`config.mk`:
```
export PLATFORM = sky130hd
export DESIGN_NAME = hazard_ctl
export DESIGN_NICKNAME = d
export VERILOG_FILES = /design/src/rtl/hazard_ctl.sv
export SDC_FILE = /design/constraint.sdc
export NUM_CORES = 1
export LEC_CHECK = 0
export ABC_AREA = 1
export BUFFER_PORTS_ARGS = -buffer_cell sky130_fd_sc_hd__buf_2
export CAP_MARGIN = 20
export CELL_PAD_IN_SITES_DETAIL_PLACEMENT = 0
export CELL_PAD_IN_SITES_GLOBAL_PLACEMENT = 2
export CORE_ASPECT_RATIO = 0.5
export CORE_UTILIZATION = 24
export DETAILED_ROUTE_END_ITERATION = 10
export GPL_TIMING_DRIVEN = 0
export PLACE_DENSITY_LB_ADDON = 0.12
export SYNTH_ARGS = -nofsm -noshare
export SYNTH_HDL_FRONTEND = slang
export SYNTH_SLANG_ARGS = --single-unit
```
`constraint.sdc`:
```
create_clock -name clk -period 1.55 [get_ports clk]
set_input_delay 0.0775 -clock clk [delete_from_list [all_inputs] [get_ports clk]]
set_output_delay 0.0775 -clock clk [all_outputs]
set_load 0.02 [all_outputs]
```
`src/rtl/hazard_ctl.sv`:
```
// Pipeline sequencing controller: load-use stalls, branch squashes, HALT drain/restart,
// registered P3 operand-forward selects and saturating stall/flush event counters.
module hazard_ctl #(
    parameter int unsigned CNT_W = 16
) (
    input  logic             clk,
    input  logic             rst_n,
    input  logic             p2_valid,
    input  logic [2:0]       p2_ra,
    input  logic [2:0]       p2_rb,
    input  logic             p2_use_ra,
    input  logic             p2_use_rb,
    input  logic             p2_halt,
    input  logic             p3_regwrite,
    input  logic             p3_memread,
    input  logic [2:0]       p3_wdst,
    input  logic             p4_regwrite,
    input  logic [2:0]       p4_wdst,
    input  logic             br_taken,
    input  logic             restart,
    output logic             pc_en,
    output logic             ph2_en,
    output logic             ph2_flush,
    output logic             ph3_bubble,
    output logic [1:0]       fwd_a,
    output logic [1:0]       fwd_b,
    output logic             halted,
    output logic [CNT_W-1:0] stall_cnt,
    output logic [CNT_W-1:0] flush_cnt
);

    localparam logic [CNT_W-1:0] CNT_MAX = '1;
    localparam logic [1:0] FWD_RF = 2'd0;
    localparam logic [1:0] FWD_P4 = 2'd1;
    localparam logic [1:0] FWD_P5 = 2'd2;

    typedef enum logic [1:0] {
        S_RUN    = 2'd0,
        S_DRAIN  = 2'd1,
        S_HALTED = 2'd2
    } state_e;

    state_e           state_q, state_d;
    logic             dcnt_q, dcnt_d;
    logic             halted_q, halted_d;
    logic [1:0]       fwd_a_q, fwd_a_d;
    logic [1:0]       fwd_b_q, fwd_b_d;
    logic [CNT_W-1:0] stall_q, stall_d;
    logic [CNT_W-1:0] flush_q, flush_d;

    logic m3_a, m3_b, m4_a, m4_b, lu;
    logic stall_inc, flush_inc;

    // Operand producer matches; the P3 instruction is newer than the P4 one.
    always_comb begin
        m3_a = p2_valid & p2_use_ra & p3_regwrite & (p2_ra == p3_wdst);
        m3_b = p2_valid & p2_use_rb & p3_regwrite & (p2_rb == p3_wdst);
        m4_a = p2_valid & p2_use_ra & p4_regwrite & (p2_ra == p4_wdst);
        m4_b = p2_valid & p2_use_rb & p4_regwrite & (p2_rb == p4_wdst);
        lu   = p3_memread & (m3_a | m3_b);
    end

    // Next-state and pipeline control decode.
    always_comb begin
        state_d    = state_q;
        dcnt_d     = dcnt_q;
        pc_en      = 1'b0;
        ph2_en     = 1'b0;
        ph2_flush  = 1'b0;
        ph3_bubble = 1'b1;
        stall_inc  = 1'b0;
        flush_inc  = 1'b0;

        unique case (state_q)
            S_RUN: begin
                if (br_taken) begin
                    pc_en     = 1'b1;
                    ph2_en    = 1'b1;
                    ph2_flush = 1'b1;
                    flush_inc = 1'b1;
                end else if (p2_valid && p2_halt) begin
                    dcnt_d  = 1'b1;
                    state_d = S_DRAIN;
                end else if (lu) begin
                    stall_inc = 1'b1;
                end else begin
                    pc_en      = 1'b1;
                    ph2_en     = 1'b1;
                    ph3_bubble = 1'b0;
                end
            end
            S_DRAIN: begin
                dcnt_d = dcnt_q - 1'b1;
                if (dcnt_q == 1'b0) begin
                    state_d = S_HALTED;
                end
            end
            S_HALTED: begin
                // Restart discards the HLT in P2 and advances HLT+1 behind a bubble.
                if (restart) begin
                    pc_en   = 1'b1;
                    ph2_en  = 1'b1;
                    state_d = S_RUN;
                end
            end
            default: state_d = S_RUN;
        endcase

        if (!rst_n) begin
            pc_en      = 1'b0;
            ph2_en     = 1'b0;
            ph2_flush  = 1'b1;
            ph3_bubble = 1'b1;
            stall_inc  = 1'b0;
            flush_inc  = 1'b0;
        end
    end

    // Forward selects and counter updates.
    always_comb begin
        fwd_a_d  = FWD_RF;
        fwd_b_d  = FWD_RF;
        halted_d = (state_d == S_HALTED);
        if (!ph3_bubble) begin
            fwd_a_d = m3_a ? FWD_P4 : (m4_a ? FWD_P5 : FWD_RF);
            fwd_b_d = m3_b ? FWD_P4 : (m4_b ? FWD_P5 : FWD_RF);
        end
        stall_d = (stall_inc && stall_q != CNT_MAX) ? stall_q + CNT_W'(1) : stall_q;
        flush_d = (flush_inc && flush_q != CNT_MAX) ? flush_q + CNT_W'(1) : flush_q;
    end

    always_ff @(posedge clk) begin
        if (!rst_n) begin
            state_q  <= S_RUN;
            dcnt_q   <= 1'b0;
            halted_q <= 1'b0;
            fwd_a_q  <= FWD_RF;
            fwd_b_q  <= FWD_RF;
            stall_q  <= '0;
            flush_q  <= '0;
        end else begin
            state_q  <= state_d;
            dcnt_q   <= dcnt_d;
            halted_q <= halted_d;
            fwd_a_q  <= fwd_a_d;
            fwd_b_q  <= fwd_b_d;
            stall_q  <= stall_d;
            flush_q  <= flush_d;
        end
    end

    assign fwd_a     = fwd_a_q;
    assign fwd_b     = fwd_b_q;
    assign halted    = halted_q;
    assign stall_cnt = stall_q;
    assign flush_cnt = flush_q;

endmodule

```
# After elaboration in Yosys (flattened, before gate mapping)
# Cells that the tools add are included.
# classes
n_addsub	3
n_eq_ne	11
n_mux	31
bitwise	13
reduce_logical	9
# ops
operator	n
$add A16 B1 Y16 const B	2
$ne A16 B16 Y1 const B	2
$mux W1	22
$eq A3 B3 Y1	4
$mux W2	6
$and A1 B1 Y1	11
$pmux W2 S3	1
$reduce_or A3 Y1	2
$eq A2 B2 Y1 const B	2
$ne A2 B2 Y1 const B	2
$pmux W1 S2	2
$logic_and A1 B1 Y1	3
$reduce_and A3 Y1	1
$eq A2 B1 Y1 const B	1
$logic_not A2 Y1	1
$reduce_bool A2 Y1	1
$reduce_or A2 Y1	1
$not A1 Y1	1
$or A1 B1 Y1	1
$sub A1 B1 Y1 const B	1
# totals
regBits	40
inputBits	23
out_inout_bits	41

# Depth between registers and ports, before layout
# Gate-level depths: netlist (run 1).
# logic_depth
word_depth	11
depth_mapped	12

# Least setup slack after synthesis (run 1)
# No wires, ideal clock.
# synth_timing
kind	reg-to-reg
start	reg flush_q[0] (netlist: flush_cnt[0])
end	reg flush_q[15] (netlist: flush_cnt[15])
setup_time_ns	0.113
t_arrival_ns	1.640
slack_ns	-0.203
path_stages_with_launch	10
n_path_buf	1
period_less_slack_ns	1.753
path_cell_list	dfxtp_1 -> ha_1 -> nand2_1 -> nor2_4 -> nand3_2 -> o21ai_4 -> inv_2 -> buf_6 -> a21oi_2 -> nor2_1
# synth_via
elab_chain_len	2
# synth_rtl
item	line_no	rtl
start: declaration	49	logic [CNT_W-1:0] flush_q, flush_d;
start signal: assignment	148	flush_q <= flush_d;
parallel branches: the longest is 2 deep, another holds $add A16 B1 Y16	--	
# Parallel ways; which one is timed is not known.
# A chain may end at the register's enable or synchronous reset.

# Final worst setup path (run 1)
# layout_timing
start	reg flush_q[8] (netlist: flush_cnt[8])
end	reg flush_q[15] (netlist: flush_cnt[15])
# The elaborated chain is that of the path after synthesis.

==> results of run 1 <==
## registers in the layout, indices dropped and copies added (netlist names)
name and flops:
fwd_b 2, fwd_a 2, state_q 2, dcnt_q 1, stall_cnt 16, flush_cnt 16
halted 1
## per-layer routing
layer,vias to the layer above,share of wire (%)
li1,1328,-
met5,-,0
met1,1122,50
met4,0,0.99
met2,60,43
met3,7,5.7
## critical path, stage by stage, from the launching register on
cell	delay [ns]
dfxtp_1	0.40
inv_2	0.07
nor3_1	0.18
nand2_1	0.13
o21ai_4	0.25
clkinv_4	0.12
buf_8	0.16
a21oi_2	0.10
nor2_1	0.05
## cell type report
class,count,area (um^2)
fillers,989,5560
multi-input cells,288,1580
flip-flops and latches,40,842
repair buffers,80,485
well taps,117,146
clock buffers,6,139
inverters,34,133
plain buffers,8,72.6
clock inverters,2,10.0
repair inverters,1,5.00
## repair_timing
action	in CTS	in global routing
pin swaps	6	8
gates cloned	1	3
setup buffers	5	9
gates resized for setup	15	83
setup endpoints to repair	28	32
## cells by family after synthesis
logic type                 share of synthesized area, %
DFF                                                34.9
and+or+nand+nor                                    44.8
adders and majority gates                          1.09
AOI/OAI and AO/OA                                  6.21
buffers and inverters                              8.07
xor gates and xnor gates                           4.96
## cells in the final DEF (no fill, tap or decap), types with 6 or more instances in the layout
| cell type | n |
|---|---|
| nand2_1 | 108 |
| nor2_1 | 63 |
| buf_2 | 63 |
| a21oi_2 | 7 |
| nor2_4 | 13 |
| nand4_1 | 7 |
| inv_2 | 6 |
| nor2_2 | 6 |
| xnor2_1 | 8 |
| dfxtp_4 | 6 |
| nand3_1 | 20 |
| buf_4 | 14 |
| inv_1 | 27 |
| clkbuf_16 | 7 |
| dfxtp_1 | 19 |
| dfxtp_2 | 15 |
| a21oi_1 | 10 |
| nand2_4 | 10 |
| nand2_2 | 6 |
## final timing paths
path                              startpoint                         end
setup / recovery   flush_cnt[8]$_SDFFE_PN0P_  flush_cnt[15]$_SDFFE_PN0P_
hold / removal                       restart           halted$_SDFF_PN0_
setup reg to reg   flush_cnt[8]$_SDFFE_PN0P_  flush_cnt[15]$_SDFFE_PN0P_
hold reg to reg   flush_cnt[13]$_SDFFE_PN0P_  flush_cnt[13]$_SDFFE_PN0P_
## through the flow
stage / area [um^2] / hold slack, ns / worst slack (ns)
detailed placement: 2790 / 0.382 / -0.194
floorplan: 2320 / 0.240 / 0.00411
global placement: 2790 / 0.377 / -0.173
global route: 3410 / 0.0829 / -0.101
finish: 3410 / 0.0835 / -0.0165
CTS: 3020 / 0.0764 / -0.0103
## power by group through the flow
stage	Combinational, mW	Clock, mW	Sequential, mW
floorplan	0.127	0	1.08
global placement	0.224	0	1.08
detailed placement	0.227	0	1.08
CTS	0.241	1.12	1.05
global route	0.311	1.17	1.04
finish	0.282	1.08	1.04
==> metrics.txt, run 1 <==
# TYPE chip_impl_metric gauge
chip_impl_metric{name="synthesized_netlist_cell_count",unit=""} 370
chip_impl_metric{name="starting_density_of_the_core",unit="%"} 25.6
chip_impl_metric{name="internal_power",unit="mW"} 1.79
chip_impl_metric{name="yosys.cell_types.count",unit=""} 29
chip_impl_metric{name="wirelength",unit="um"} 6880
chip_impl_metric{name="fin_skew",unit="ns"} 0.00422
chip_impl_metric{name="slack_of_the_worst_reg_to_reg_path",unit="ns"} -0.02
chip_impl_metric{name="detail-route-antenna-nets",unit=""} 0
chip_impl_metric{name="yosys.area.top_type_share",unit="%"} 34.9
chip_impl_metric{name="detailedRoute.firstPassIterationCount",unit=""} 4
chip_impl_metric{name="power.share.switching",unit="%"} 25.7
chip_impl_metric{name="vias",unit=""} 2517
chip_impl_info{name="tritoncts_clock_tree",value="yes"} 1
chip_impl_metric{name="setup_viol",unit=""} 4
chip_impl_metric{name="die_h",unit="um"} 71.2
chip_impl_metric{name="max_cap_violations",unit=""} 0
chip_impl_metric{name="floorplan.io_pins",unit=""} 64
chip_impl_metric{name="post-route-period-util",unit="%"} 101
chip_impl_info{name="clock_tree.root_cell",value="clkbuf_16"} 1
chip_impl_metric{name="synth-warning-count",unit=""} 0
chip_impl_metric{name="grt_remaining_overflow",unit=""} 0
chip_impl_metric{name="clk-insertion-delay-late",unit="ns"} 0.29
chip_impl_metric{name="drc",unit=""} 0
chip_impl_info{name="path_type_of_the_worst_min_delay_path",value="in2reg"} 1
chip_impl_metric{name="routedWlPerCell",unit="um"} 11.9
chip_impl_metric{name="post_layout_nets",unit=""} 483
chip_impl_metric{name="syn_area",unit="um^2"} 2300
chip_impl_info{name="crit_path_end_kind",value="flop"} 1
chip_impl_metric{name="cts_buffer_depth",unit=""} 2
chip_impl_info{name="critical_path.startpoint_type",value="flop"} 1
chip_impl_info{name="synth.cells.most_frequent",value="nand2_1, nor2_1, dfxtp_1"} 1
chip_impl_metric{name="period_needed",unit="ns"} 1.57
chip_impl_metric{name="ctsHoldBuffers",unit=""} 0
chip_impl_metric{name="fin_tns_setup",unit="ns"} -0.0313
chip_impl_metric{name="first_pass_grt_wire_length",unit="um"} 11100
chip_impl_metric{name="power.sequential.fraction",unit="%"} 43.4
chip_impl_info{name="most_congested_layer_reported_by_global_routing",value="met2"} 1
chip_impl_metric{name="finalCoreUtilization",unit="%"} 38.0
chip_impl_metric{name="clock_tree.htree_level_count",unit=""} 2
chip_impl_metric{name="port-buffer-count",unit=""} 63
chip_impl_metric{name="combinationalPowerShare",unit="%"} 11.7
chip_impl_metric{name="max_slew_margin_vs_limit",unit="%"} 64.0
chip_impl_metric{name="cellPowerDensity",unit="nW/um^2"} 704
chip_impl_info{name="crit_type",value="reg2reg"} 1
chip_impl_metric{name="clock_power_share",unit="%"} 44.9
chip_impl_metric{name="finalHoldViolations",unit=""} 0
chip_impl_metric{name="synth_edf_count",unit=""} 0
chip_impl_metric{name="routed_via_density",unit=""} 4.37
chip_impl_metric{name="groute.layer.met2.usage",unit="%"} 22.7
chip_impl_metric{name="synth_fp_nets",unit=""} 395
chip_impl_metric{name="initialDrtViolationCount",unit=""} 98
chip_impl_metric{name="number_of_global_route_vias_before_repair",unit=""} 2346
chip_impl_metric{name="dp_cells",unit=""} 550
chip_impl_metric{name="cp_data_required_time",unit="ns"} 1.74
chip_impl_metric{name="critical_path_peak_fanout",unit=""} 5
chip_impl_metric{name="whs_path_depth",unit=""} 3
chip_impl_metric{name="worst_r2r_path_cells",unit=""} 8
chip_impl_metric{name="final_cells",unit=""} 576
chip_impl_info{name="synth.most_common_cell",value="nand2_1"} 1
chip_impl_metric{name="place.gp.congestion",unit=""} 0.771
chip_impl_metric{name="timing_limited_maximum_frequency",unit="MHz"} 638
chip_impl_metric{name="fp-row-count",unit=""} 24
chip_impl_metric{name="groute.layer.met1.usage",unit="%"} 18.6
chip_impl_info{name="violations",value="setup timing"} 1
chip_impl_metric{name="finalMaxSlewViolations",unit=""} 0
chip_impl_metric{name="antenna_cells_inserted",unit=""} 0
chip_impl_metric{name="die_x",unit="um"} 140
chip_impl_metric{name="groute.layer.met3.usage",unit="%"} 4.20
chip_impl_metric{name="ir_drop",unit="uV"} 371
chip_impl_metric{name="yosys_register_bits",unit=""} 40
chip_impl_metric{name="area_growth",unit="%"} 48.7
chip_impl_metric{name="core",unit="um^2"} 8980
chip_impl_metric{name="grt.total_usage",unit="%"} 14.3
chip_impl_metric{name="setup_ws",unit="ns"} -0.0165
chip_impl_metric{name="switching_power",unit="uW"} 618
chip_impl_info{name="yosysTopAreaCell",value="dfxtp_1"} 1
chip_impl_metric{name="arrival",unit="ns"} 1.75
chip_impl_metric{name="cts-buffers-inserted",unit=""} 5
chip_impl_metric{name="clk_pin_slew",unit="ns"} 0.06
chip_impl_metric{name="largest_net_degree_at_the_start_of_global_routing",unit=""} 13
chip_impl_info{name="run_status",value="finished, violations left"} 1
chip_impl_metric{name="design.die.area",unit="um^2"} 9990
chip_impl_info{name="synth_ff_type",value="dfxtp_1"} 1
chip_impl_metric{name="leakagePower",unit="nW"} 1.60
chip_impl_metric{name="ratio_of_cells_with_drive_above_1_in_the_final_layout",unit="%"} 38.8
chip_impl_metric{name="dp_hpwl",unit="um"} 5080
chip_impl_metric{name="avgSynthCellArea",unit="um^2"} 6.21
chip_impl_metric{name="synth.yosys.seq_area_share",unit="%"} 34.9
chip_impl_metric{name="fin_total_pwr",unit="mW"} 2.41
chip_impl_metric{name="grt_antenna_before_repair",unit=""} 0
chip_impl_info{name="grt_setup_unrepaired",value="true"} 1
chip_impl_metric{name="tightestPinTransition",unit="ns"} 0.541
chip_impl_metric{name="clock-sinks",unit=""} 40
chip_impl_metric{name="synth_async_sr_flop_share",unit="%"} 0
chip_impl_info{name="synth.top_cells.by_area",value="dfxtp_1, nand2_1, nor2_1"} 1
Power figures use the tool's default switching activity.
==> run 2: changes to the inputs <==
MAX_ROUTING_LAYER = met4   (was unset)
==> metrics.txt, run 2 (synthesis gave the netlist of run 1 again) <==
# TYPE chip_impl_metric gauge
chip_impl_info{name="run_status",value="finished, violations left"} 1
chip_impl_info{name="violations",value="setup timing"} 1
chip_impl_metric{name="detailedRoute.firstPassIterationCount",unit=""} 4
chip_impl_metric{name="tightestPinTransition",unit="ns"} 0.541
chip_impl_metric{name="post_layout_nets",unit=""} 483
chip_impl_metric{name="finalHoldViolations",unit=""} 0
chip_impl_metric{name="max_cap_violations",unit=""} 0
chip_impl_metric{name="number_of_global_route_vias_before_repair",unit=""} 2346
chip_impl_metric{name="die_x",unit="um"} 140
chip_impl_metric{name="port-buffer-count",unit=""} 63
chip_impl_info{name="tritoncts_clock_tree",value="yes"} 1
chip_impl_info{name="timing.critical_path.cells",value="inv_2 > nor3_1 > nand2_1 > o21ai_4 > clkinv_4 > buf_8 > a21oi_2 > nor2_1"} 1
chip_impl_metric{name="cp_slowest_stage_delay",unit="ns"} 0.40
chip_impl_metric{name="routedWlPerCell",unit="um"} 11.9
chip_impl_metric{name="period_needed",unit="ns"} 1.57
chip_impl_metric{name="post-route-period-util",unit="%"} 101
chip_impl_info{name="holdPathEnd",value="halted$_SDFF_PN0_"} 1
chip_impl_metric{name="dp_cells",unit=""} 550
chip_impl_metric{name="finalMaxSlewViolations",unit=""} 0
chip_impl_metric{name="final.fill_count",unit=""} 989
chip_impl_metric{name="grt_antenna_before_repair",unit=""} 0
chip_impl_metric{name="routed_via_density",unit=""} 4.37
chip_impl_info{name="most_common_cell_after_layout_fill_and_taps_aside",value="nand2_1"} 1
chip_impl_metric{name="grt.total_usage",unit="%"} 14.7
chip_impl_metric{name="drc",unit=""} 0
chip_impl_metric{name="clock_tree.htree_level_count",unit=""} 2
chip_impl_metric{name="detail-route-antenna-nets",unit=""} 0
chip_impl_metric{name="ctsHoldBuffers",unit=""} 0
chip_impl_metric{name="vias",unit=""} 2517
chip_impl_metric{name="arrival",unit="ns"} 1.75
chip_impl_metric{name="dp_hpwl",unit="um"} 5080
chip_impl_info{name="clock_tree.root_cell",value="clkbuf_16"} 1
chip_impl_metric{name="fin_skew",unit="ns"} 0.00422
chip_impl_metric{name="floorplan.io_pins",unit=""} 64
chip_impl_metric{name="starting_density_of_the_core",unit="%"} 25.6
chip_impl_metric{name="leakagePower",unit="nW"} 1.60
chip_impl_metric{name="initialDrtViolationCount",unit=""} 99
chip_impl_info{name="crit_path_end_kind",value="flop"} 1
chip_impl_metric{name="worst_r2r_path_cells",unit=""} 8
chip_impl_info{name="crit_type",value="reg2reg"} 1
chip_impl_metric{name="area_growth",unit="%"} 48.7
chip_impl_metric{name="grt_remaining_overflow",unit=""} 0
chip_impl_metric{name="wirelength",unit="um"} 6880
chip_impl_metric{name="cts_buffer_depth",unit=""} 2
chip_impl_info{name="grt_setup_unrepaired",value="true"} 1
chip_impl_metric{name="placement.setup.worst_slack",unit="ns"} -0.194
chip_impl_info{name="commonest_non_fill_non_tap_cells_in_the_layout",value="nand2_1, nor2_1, buf_2"} 1
chip_impl_metric{name="cellPowerDensity",unit="nW/um^2"} 704
chip_impl_metric{name="clk_pin_slew",unit="ns"} 0.06
chip_impl_metric{name="fp-row-count",unit=""} 24
chip_impl_metric{name="slack_of_the_worst_reg_to_reg_path",unit="ns"} -0.02
chip_impl_info{name="cp_slowest_cell",value="dfxtp_1"} 1
chip_impl_metric{name="clock-sinks",unit=""} 40
chip_impl_metric{name="design.die.area",unit="um^2"} 9990
chip_impl_metric{name="fin_tns_setup",unit="ns"} -0.0314
chip_impl_metric{name="setup_ws",unit="ns"} -0.0165
chip_impl_info{name="regToRegEndpoint",value="flush_cnt[15]$_SDFFE_PN0P_"} 1
chip_impl_info{name="critical_path.startpoint_type",value="flop"} 1
chip_impl_metric{name="ir_drop",unit="uV"} 371
chip_impl_metric{name="critical_path_peak_fanout",unit=""} 5
chip_impl_metric{name="max_slew_margin_vs_limit",unit="%"} 64.0
chip_impl_metric{name="final_cells",unit=""} 576
chip_impl_metric{name="die_h",unit="um"} 71.2
chip_impl_metric{name="setup_viol",unit=""} 4
chip_impl_metric{name="core",unit="um^2"} 8980
chip_impl_metric{name="cp_data_required_time",unit="ns"} 1.74
chip_impl_info{name="path_type_of_the_worst_min_delay_path",value="in2reg"} 1
chip_impl_metric{name="place.gp.congestion",unit=""} 0.781
chip_impl_metric{name="largest_net_degree_at_the_start_of_global_routing",unit=""} 13
chip_impl_info{name="timing.hold.worst.start",value="restart"} 1
chip_impl_metric{name="timing_limited_maximum_frequency",unit="MHz"} 638
chip_impl_metric{name="antenna_cells_inserted",unit=""} 0
chip_impl_metric{name="first_pass_grt_wire_length",unit="um"} 11100
chip_impl_metric{name="whs_path_depth",unit=""} 3
chip_impl_metric{name="cts-buffers-inserted",unit=""} 5
chip_impl_metric{name="ratio_of_cells_with_drive_above_1_in_the_final_layout",unit="%"} 38.8
chip_impl_metric{name="clk-insertion-delay-late",unit="ns"} 0.29
chip_impl_info{name="regToRegStartpoint",value="flush_cnt[8]$_SDFFE_PN0P_"} 1
[run 2: cell counts in the layout (fill, tap and decap cells not counted)]
No cell type changed its count.
[run 2: per-layer routing]
metal	part of all wire [%]	vias up	GRT usage (%)	routed length, um
li1	-	1328	-	-
met1	50	1122	18.8	3450
met2	43	60	22.7	2990
met3	5.4	7	3.99	369
met4	0.99	0	4.52	68
met5	0	-	-	0
[run 2: critical path: cells and delay by family, from the launching register on]
kind	cells	cell delay [ns]
AOI/OAI and AO/OA	2	0.35
buffers and inverters	3	0.35
DFF	1	0.40
and+or+nand+nor	3	0.36
[run 2: area by class of cell]
cell class,count,area (um^2),share of cell area (%)
clock inverter,2,10.0,0.293
timing repair buffer,80,485,14.2
clock buffer,6,139,4.07
buffer,8,72.6,2.13
sequential,40,842,24.7
inverter,34,133,3.88
tap,117,146,4.29
multi-input combinational,288,1580,46.3
timing repair inverter,1,5.00,0.147
[run 2: power breakdown]
group | total [mW] | internal [mW] | leakage (nW) | switching (mW)
logic | 0.282 | 0.119 | 1.19 | 0.163
clock network | 1.08 | 0.636 | 0.0766 | 0.444
registers | 1.04 | 1.03 | 0.335 | 0.0101
total | 2.41 | 1.79 | 1.60 | 0.618
[run 2: metrics by stage]
step	utilization, %	total power [mW]	area (um^2)	hold slack [ns]
3_3_place_gp	31.0	1.30	2790	0.377
2_1_floorplan	-	1.21	2320	0.240
3_5_place_dp	31.0	1.30	2790	0.382
6_report	38.0	2.41	3410	0.0835
5_1_grt	38.0	2.53	3410	0.0829
4_1_cts	33.7	2.41	3020	0.0764
[run 2: timing repair]
action	in CTS	in global routing
setup endpoints to repair	28	32
gates resized for setup	15	83
gates cloned	1	3
buffers inserted	5	9
pin swaps	6	8
[run 2: worst max-delay path by stage]
| stage | start | end | slack (ns) | depth (start not counted) |
|---|---|---|---|---|
| final | flush_cnt[8]$_SDFFE_PN0P_ | flush_cnt[15]$_SDFFE_PN0P_ | -0.02 | 8 |
| after global routing | flush_cnt[0]$_SDFFE_PN0P_ | flush_cnt[13]$_SDFFE_PN0P_ | -0.10 | 9 |
| after CTS | state_q[1]$_SDFF_PN0_ | ph3_bubble | -0.01 | 4 |
| after detailed placement | stall_cnt[0]$_SDFFE_PN0P_ | stall_cnt[8]$_SDFFE_PN0P_ | -0.19 | 12 |
| after global placement | stall_cnt[0]$_SDFFE_PN0P_ | stall_cnt[8]$_SDFFE_PN0P_ | -0.17 | 12 |
| after floorplan | flush_cnt[3]$_SDFFE_PN0P_ | flush_cnt[15]$_SDFFE_PN0P_ | 0.004 | 8 |
